==> src/rtl/mux_2to1_pkg.sv <==
// Shared defaults and helpers for the mux_2to1 slice.
// Optional statistics are enabled with MUX_2TO1_STATS_EN.
package mux_2to1_pkg;

  localparam int DEFAULT_WIDTH = 1;
  localparam int DEFAULT_CNT_W = 16;

  // Largest value an unsigned counter of cnt_w bits can hold (cnt_w >= 32 clamps to all-ones).
  function automatic logic [31:0] sat_limit(input int unsigned cnt_w);
    if (cnt_w >= 32) return 32'hFFFF_FFFF;
    return (32'd1 << cnt_w) - 32'd1;
  endfunction

endpackage

==> src/rtl/mux_2to1_sw_counter.sv <==
// Saturating event counter: counts inc pulses and holds at the all-ones limit.
// One-cycle update latency; synchronous active-high reset clears the count.
module mux_2to1_sw_counter
  import mux_2to1_pkg::*;
#(
  parameter int CNT_W = DEFAULT_CNT_W
) (
  input  logic             clk,
  input  logic             rst,
  input  logic             inc,
  output logic [CNT_W-1:0] count
);

  localparam logic [CNT_W-1:0] SAT = (CNT_W >= 32) ? {CNT_W{1'b1}} : CNT_W'(sat_limit(CNT_W));

  always_ff @(posedge clk) begin
    if (rst) begin
      count <= '0;
    end else if (inc && (count != SAT)) begin
      count <= count + 1'b1;
    end
  end

endmodule

==> src/rtl/mux_2to1.sv <==
// 2:1 mux with combinational y, registered y_q, select-change pulse and switch counter.
// Define MUX_2TO1_STATS_EN to build the sw_count counter; otherwise sw_count is tied to 0.
module mux_2to1
  import mux_2to1_pkg::*;
#(
  parameter int WIDTH = DEFAULT_WIDTH,
  parameter int CNT_W = DEFAULT_CNT_W
) (
  output logic [WIDTH-1:0] y,
  input  logic [WIDTH-1:0] i0,
  input  logic [WIDTH-1:0] i1,
  input  logic             select,
  input  logic             clk,
  input  logic             rst,
  output logic [WIDTH-1:0] y_q,
  output logic             sel_chg,
  output logic [CNT_W-1:0] sw_count
);

  logic sel_q;
  logic seen;
  logic chg_d;

  // Conditional operator keeps the per-bit merge behaviour for an unknown select.
  assign y = select ? i1 : i0;

  // No change is reported until one post-reset sample of select has been taken.
  assign chg_d = seen && (select != sel_q);

  always_ff @(posedge clk) begin
    if (rst) begin
      y_q     <= '0;
      sel_q   <= 1'b0;
      seen    <= 1'b0;
      sel_chg <= 1'b0;
    end else begin
      y_q     <= y;
      sel_q   <= select;
      seen    <= 1'b1;
      sel_chg <= chg_d;
    end
  end

`ifdef MUX_2TO1_STATS_EN
  mux_2to1_sw_counter #(
    .CNT_W(CNT_W)
  ) u_sw_counter (
    .clk  (clk),
    .rst  (rst),
    .inc  (chg_d),
    .count(sw_count)
  );
`else
  assign sw_count = '0;
`endif

endmodule

==> config.mk <==
export PLATFORM = sky130hd
export DESIGN_NAME = mux_2to1
export DESIGN_NICKNAME = d
export VERILOG_FILES = /design/src/rtl/mux_2to1_pkg.sv /design/src/rtl/mux_2to1_sw_counter.sv /design/src/rtl/mux_2to1.sv
export SDC_FILE = /design/constraint.sdc
export NUM_CORES = 1
export LEC_CHECK = 0
export ABC_AREA = 1
export CAP_MARGIN = 20
export CORE_AREA = 2 2 39 41
export DETAILED_ROUTE_END_ITERATION = 7
export DIE_AREA = 0 0 41 43
export DONT_BUFFER_PORTS = 1
export SLEW_MARGIN = 20
export SYNTH_ARGS = -nofsm -noshare
export SYNTH_HDL_FRONTEND = slang
export SYNTH_HIERARCHICAL = 1
export SYNTH_SLANG_ARGS = --single-unit
==> constraint.sdc <==
create_clock -name clk -period 0.8 [get_ports clk]
set_input_delay 0.16 -clock clk [delete_from_list [all_inputs] [get_ports clk]]
set_output_delay 0.16 -clock clk [all_outputs]
set_load 0.03 [all_outputs]
==> results.txt <==
The number of global-route vias before repair came out at 128. The final-report max-slew violation count came out at 0. The area added between synthesis and finish is -1.46%. The total area inside the core boundary comes to 0.00138 mm^2.

The setup violation total in the final timing report came out at 0. STA puts the critical path data arrival time at 0.62 ns. By area the synthesized netlist is led by buf_4, dfxtp_1, nand2_2. The post-route antenna net violation count is 0. The clock insertion delay at the later pin of the skew report came out at 0.23 ns. The maximum number of buffers from clock root to sink is 2.

The combinational group share of total power is 21.8%. The mean routed wirelength per cell is just over 6 um. Synthesis produced a netlist whose cell count is 32. The die outline area is 0.00176 mm^2. In this run, flip-flops and latches consume 37.4% of the power. The power spent charging and discharging nets is roughly 0.21 mW.

The number of synthesis warnings is 6. Subtracting the final worst setup slack from the clock period gives 0.777 ns. The starting density of the core came out at 18.5%. The worst register-to-register path ends at sel_chg$_SDFF_PP0_. Buffers inserted during clock tree synthesis total 3.

Counting instances in the post-synthesis netlist gives the leading cell types as buf_4, dfxtp_1, nor2_1. For this run, the post-layout net count is 42. The number of buffer cells added on primary ports came out at 0. Pin placement for this block handled 24 I/O pins. The biggest fanout along the worst timing path came out at 1. Among all flip-flop cells after synthesis, the most frequent one is dfxtp_1. The achievable frequency is between 1000 and 1500 MHz. The estimated wirelength of the detail-placed design is 244 um. The number of design-rule violations left by the first detailed-router iteration is 3. In this run, synthesis inferred 0 flip-flops with an integrated enable. In the post-synthesis netlist, the cell with the most instances is buf_4.

The cell taking the most area after synthesis is buf_4. The global-route wire length before repair is 448 um. The count of cells along the worst register-to-register path came out at 3. The post-route setup TNS came out at 0 ns. The cell area power density came out at 2380 mW/mm^2. The startpoint identified for the worst register-to-register timing path is sel_q$_SDFF_PP0_. Measured along the y axis, the die boundary spans 43 um. The total of fill cells in the finished design came out at 155.

The floorplan row count is 14. The worst hold path begins at rst. The global route total overflow came out at 0.

The total power of the final layout came out at 0.601 mW. The area share of the largest cell type after synthesis is 46.8%. 0 antenna diodes ended up in the layout. The flow ran to the end, and the final reports show no timing, DRC or antenna violations. In this run the worst hold path is classified as input pin to flip-flop.

VDD sags by at most 0.599 mV. CTS built an H-tree with a depth of 1. Along the worst hold path, the cell count comes to 1. The worst register-to-register path has a setup slack of 0.23 ns.

The total count of hold-check failures in the final report came out at 0. The path with the worst hold slack has its endpoint at seen$_DFF_P_. The overall fraction of global-route tracks in use is 4.81%.

The initial antenna violation count is 0. The clock arrives with 0.00348 ns of skew. Setup repair after global routing left no endpoint under its margin. The post-synthesis instance area is 256 um^2.

The endpoint type of the worst setup path is an output port. The number of sinks handled by clock tree synthesis came out at 4. Clock-pin slew was measured on the worst setup and hold paths at roughly 0.040 ns. The die width came out at 41 um. The internal power of the cells came out at between 0.3 and 0.4 mW. The weighted congestion reported at the end of routability-driven placement is 0.615. The aggregate routed wire length came out at about 310 um. The net switching fraction of the power came out at roughly a third. The CTS tree is yes. The tree is rooted in a clkbuf_4. Across the run, the number of max-cap violations was 0. The post-route clock period utilization came out at a little over nine tenths. The post-detailed-route via-to-cell ratio came out at 2.88. The number of search-and-repair iterations in the first detailed-routing pass came out at 5.

Averaged over all synthesized cells, the footprint is between 8 and 9 um^2. Synthesis inferred 4 register bits. Summing over every cut layer, the via total after detailed routing is 147. The sequential cell area fraction in the yosys report is 31.2%.

The critical path data required time came out at 0.64 ns. The proportion of synthesized flip-flops having asynchronous set or reset is 0%. The fraction of final layout cells with drive strength greater than 1 is a little under a quarter.

The category of the worst setup path launch point is a flip-flop. Of the total power, the clock network draws 40.8%. The number of DRC violations after detailed routing is 0.

The start-to-end type of the worst setup path is flip-flop to output port. The static power due to leakage came out at 0.135 nW. In this run, distinct cell masters in the synthesized netlist total 9. The largest net degree at the start of global routing came out at 5.
[per-layer routing]
layer	vias to the layer above	part of all wire, %	track usage (%)
met5	-	0	0
met4	0	0	6.00
met3	0	19	7.33
met2	15	50	5.00
met1	62	30	2.88
li1	70	-	-
[per-stage QoR]
stage / std cells / instance area [um^2] / worst slack, ns / hold WS (ns) / util, %
2_1_floorplan: 47 / 313 / 0.150 / 0.222 / -
3_3_place_gp: 47 / 213 / 0.140 / 0.228 / 15.4
3_5_place_dp: 47 / 213 / 0.137 / 0.227 / 15.4
4_1_cts: 51 / 253 / 0.0128 / 0.00723 / 18.3
5_1_grt: 51 / 253 / 0.00417 / 0.00386 / 18.3
6_report: 51 / 253 / 0.0230 / 0.0105 / 18.3
[kinds of logic after synthesis]
group,Yosys count,share of synthesized area (%)
buffers and inverters,18,49.8
other,1,1.46
AND/OR/NAND/NOR,8,14.1
AO/OA/AOI/OAI,1,3.42
flip-flops,4,31.2
[layout make-up]
cell class | count | area, um^2 | area share, %
timing repair buffer | 1 | 10.0 | 3.96
tap | 16 | 20.0 | 7.92
multi-input combinational | 25 | 105 | 41.6
inverter | 2 | 7.51 | 2.97
clock buffer | 3 | 22.5 | 8.91
sequential | 4 | 87.6 | 34.7
[power by group through the flow]
| stage | Combinational [mW] | Sequential, mW | Clock (mW) |
|---|---|---|---|
| after floorplan | 0.184 | 0.229 | 0 |
| after global placement | 0.125 | 0.231 | 0 |
| after detailed placement | 0.125 | 0.231 | 0 |
| after CTS | 0.130 | 0.226 | 0.257 |
| after global routing | 0.139 | 0.226 | 0.272 |
| final | 0.131 | 0.225 | 0.245 |
[registers in the layout, indices dropped and copies added, names as in the netlist]
register,flops
seen,1
sel_chg,1
sel_q,1
y_q,1
[placed cells by master (no fill, tap or decap)]
| master | instances |
|---|---|
| nand3_1 | 1 |
| nand2_2 | 2 |
| nand2_1 | 2 |
| dlygate4sd3_1 | 1 |
| inv_1 | 2 |
| dfxtp_1 | 2 |
| a21oi_2 | 1 |
| dfxtp_4 | 2 |
| clkbuf_4 | 3 |
| nor2_1 | 3 |
| conb_1 | 16 |
[timing repair]
item	4_1_cts	5_1_grt
resized for setup	4	0
setup endpoints to repair	2	0
buffers inserted	0	0
endpoints found under the hold margin	2	0
hold buffers	1	0
[worst max-delay path by stage]
stage,startpoint,to,slack (ns),cells past startpoint
floorplan,select,y,0.15,3
global placement,select,y,0.14,3
detailed placement,select,y,0.14,3
CTS,sel_chg$_SDFF_PP0_,sel_chg,0.01,0
global route,sel_chg$_SDFF_PP0_,sel_chg,0.004,0
finish,sel_chg$_SDFF_PP0_,sel_chg,0.02,0
(Power assumes the default switching activity.)
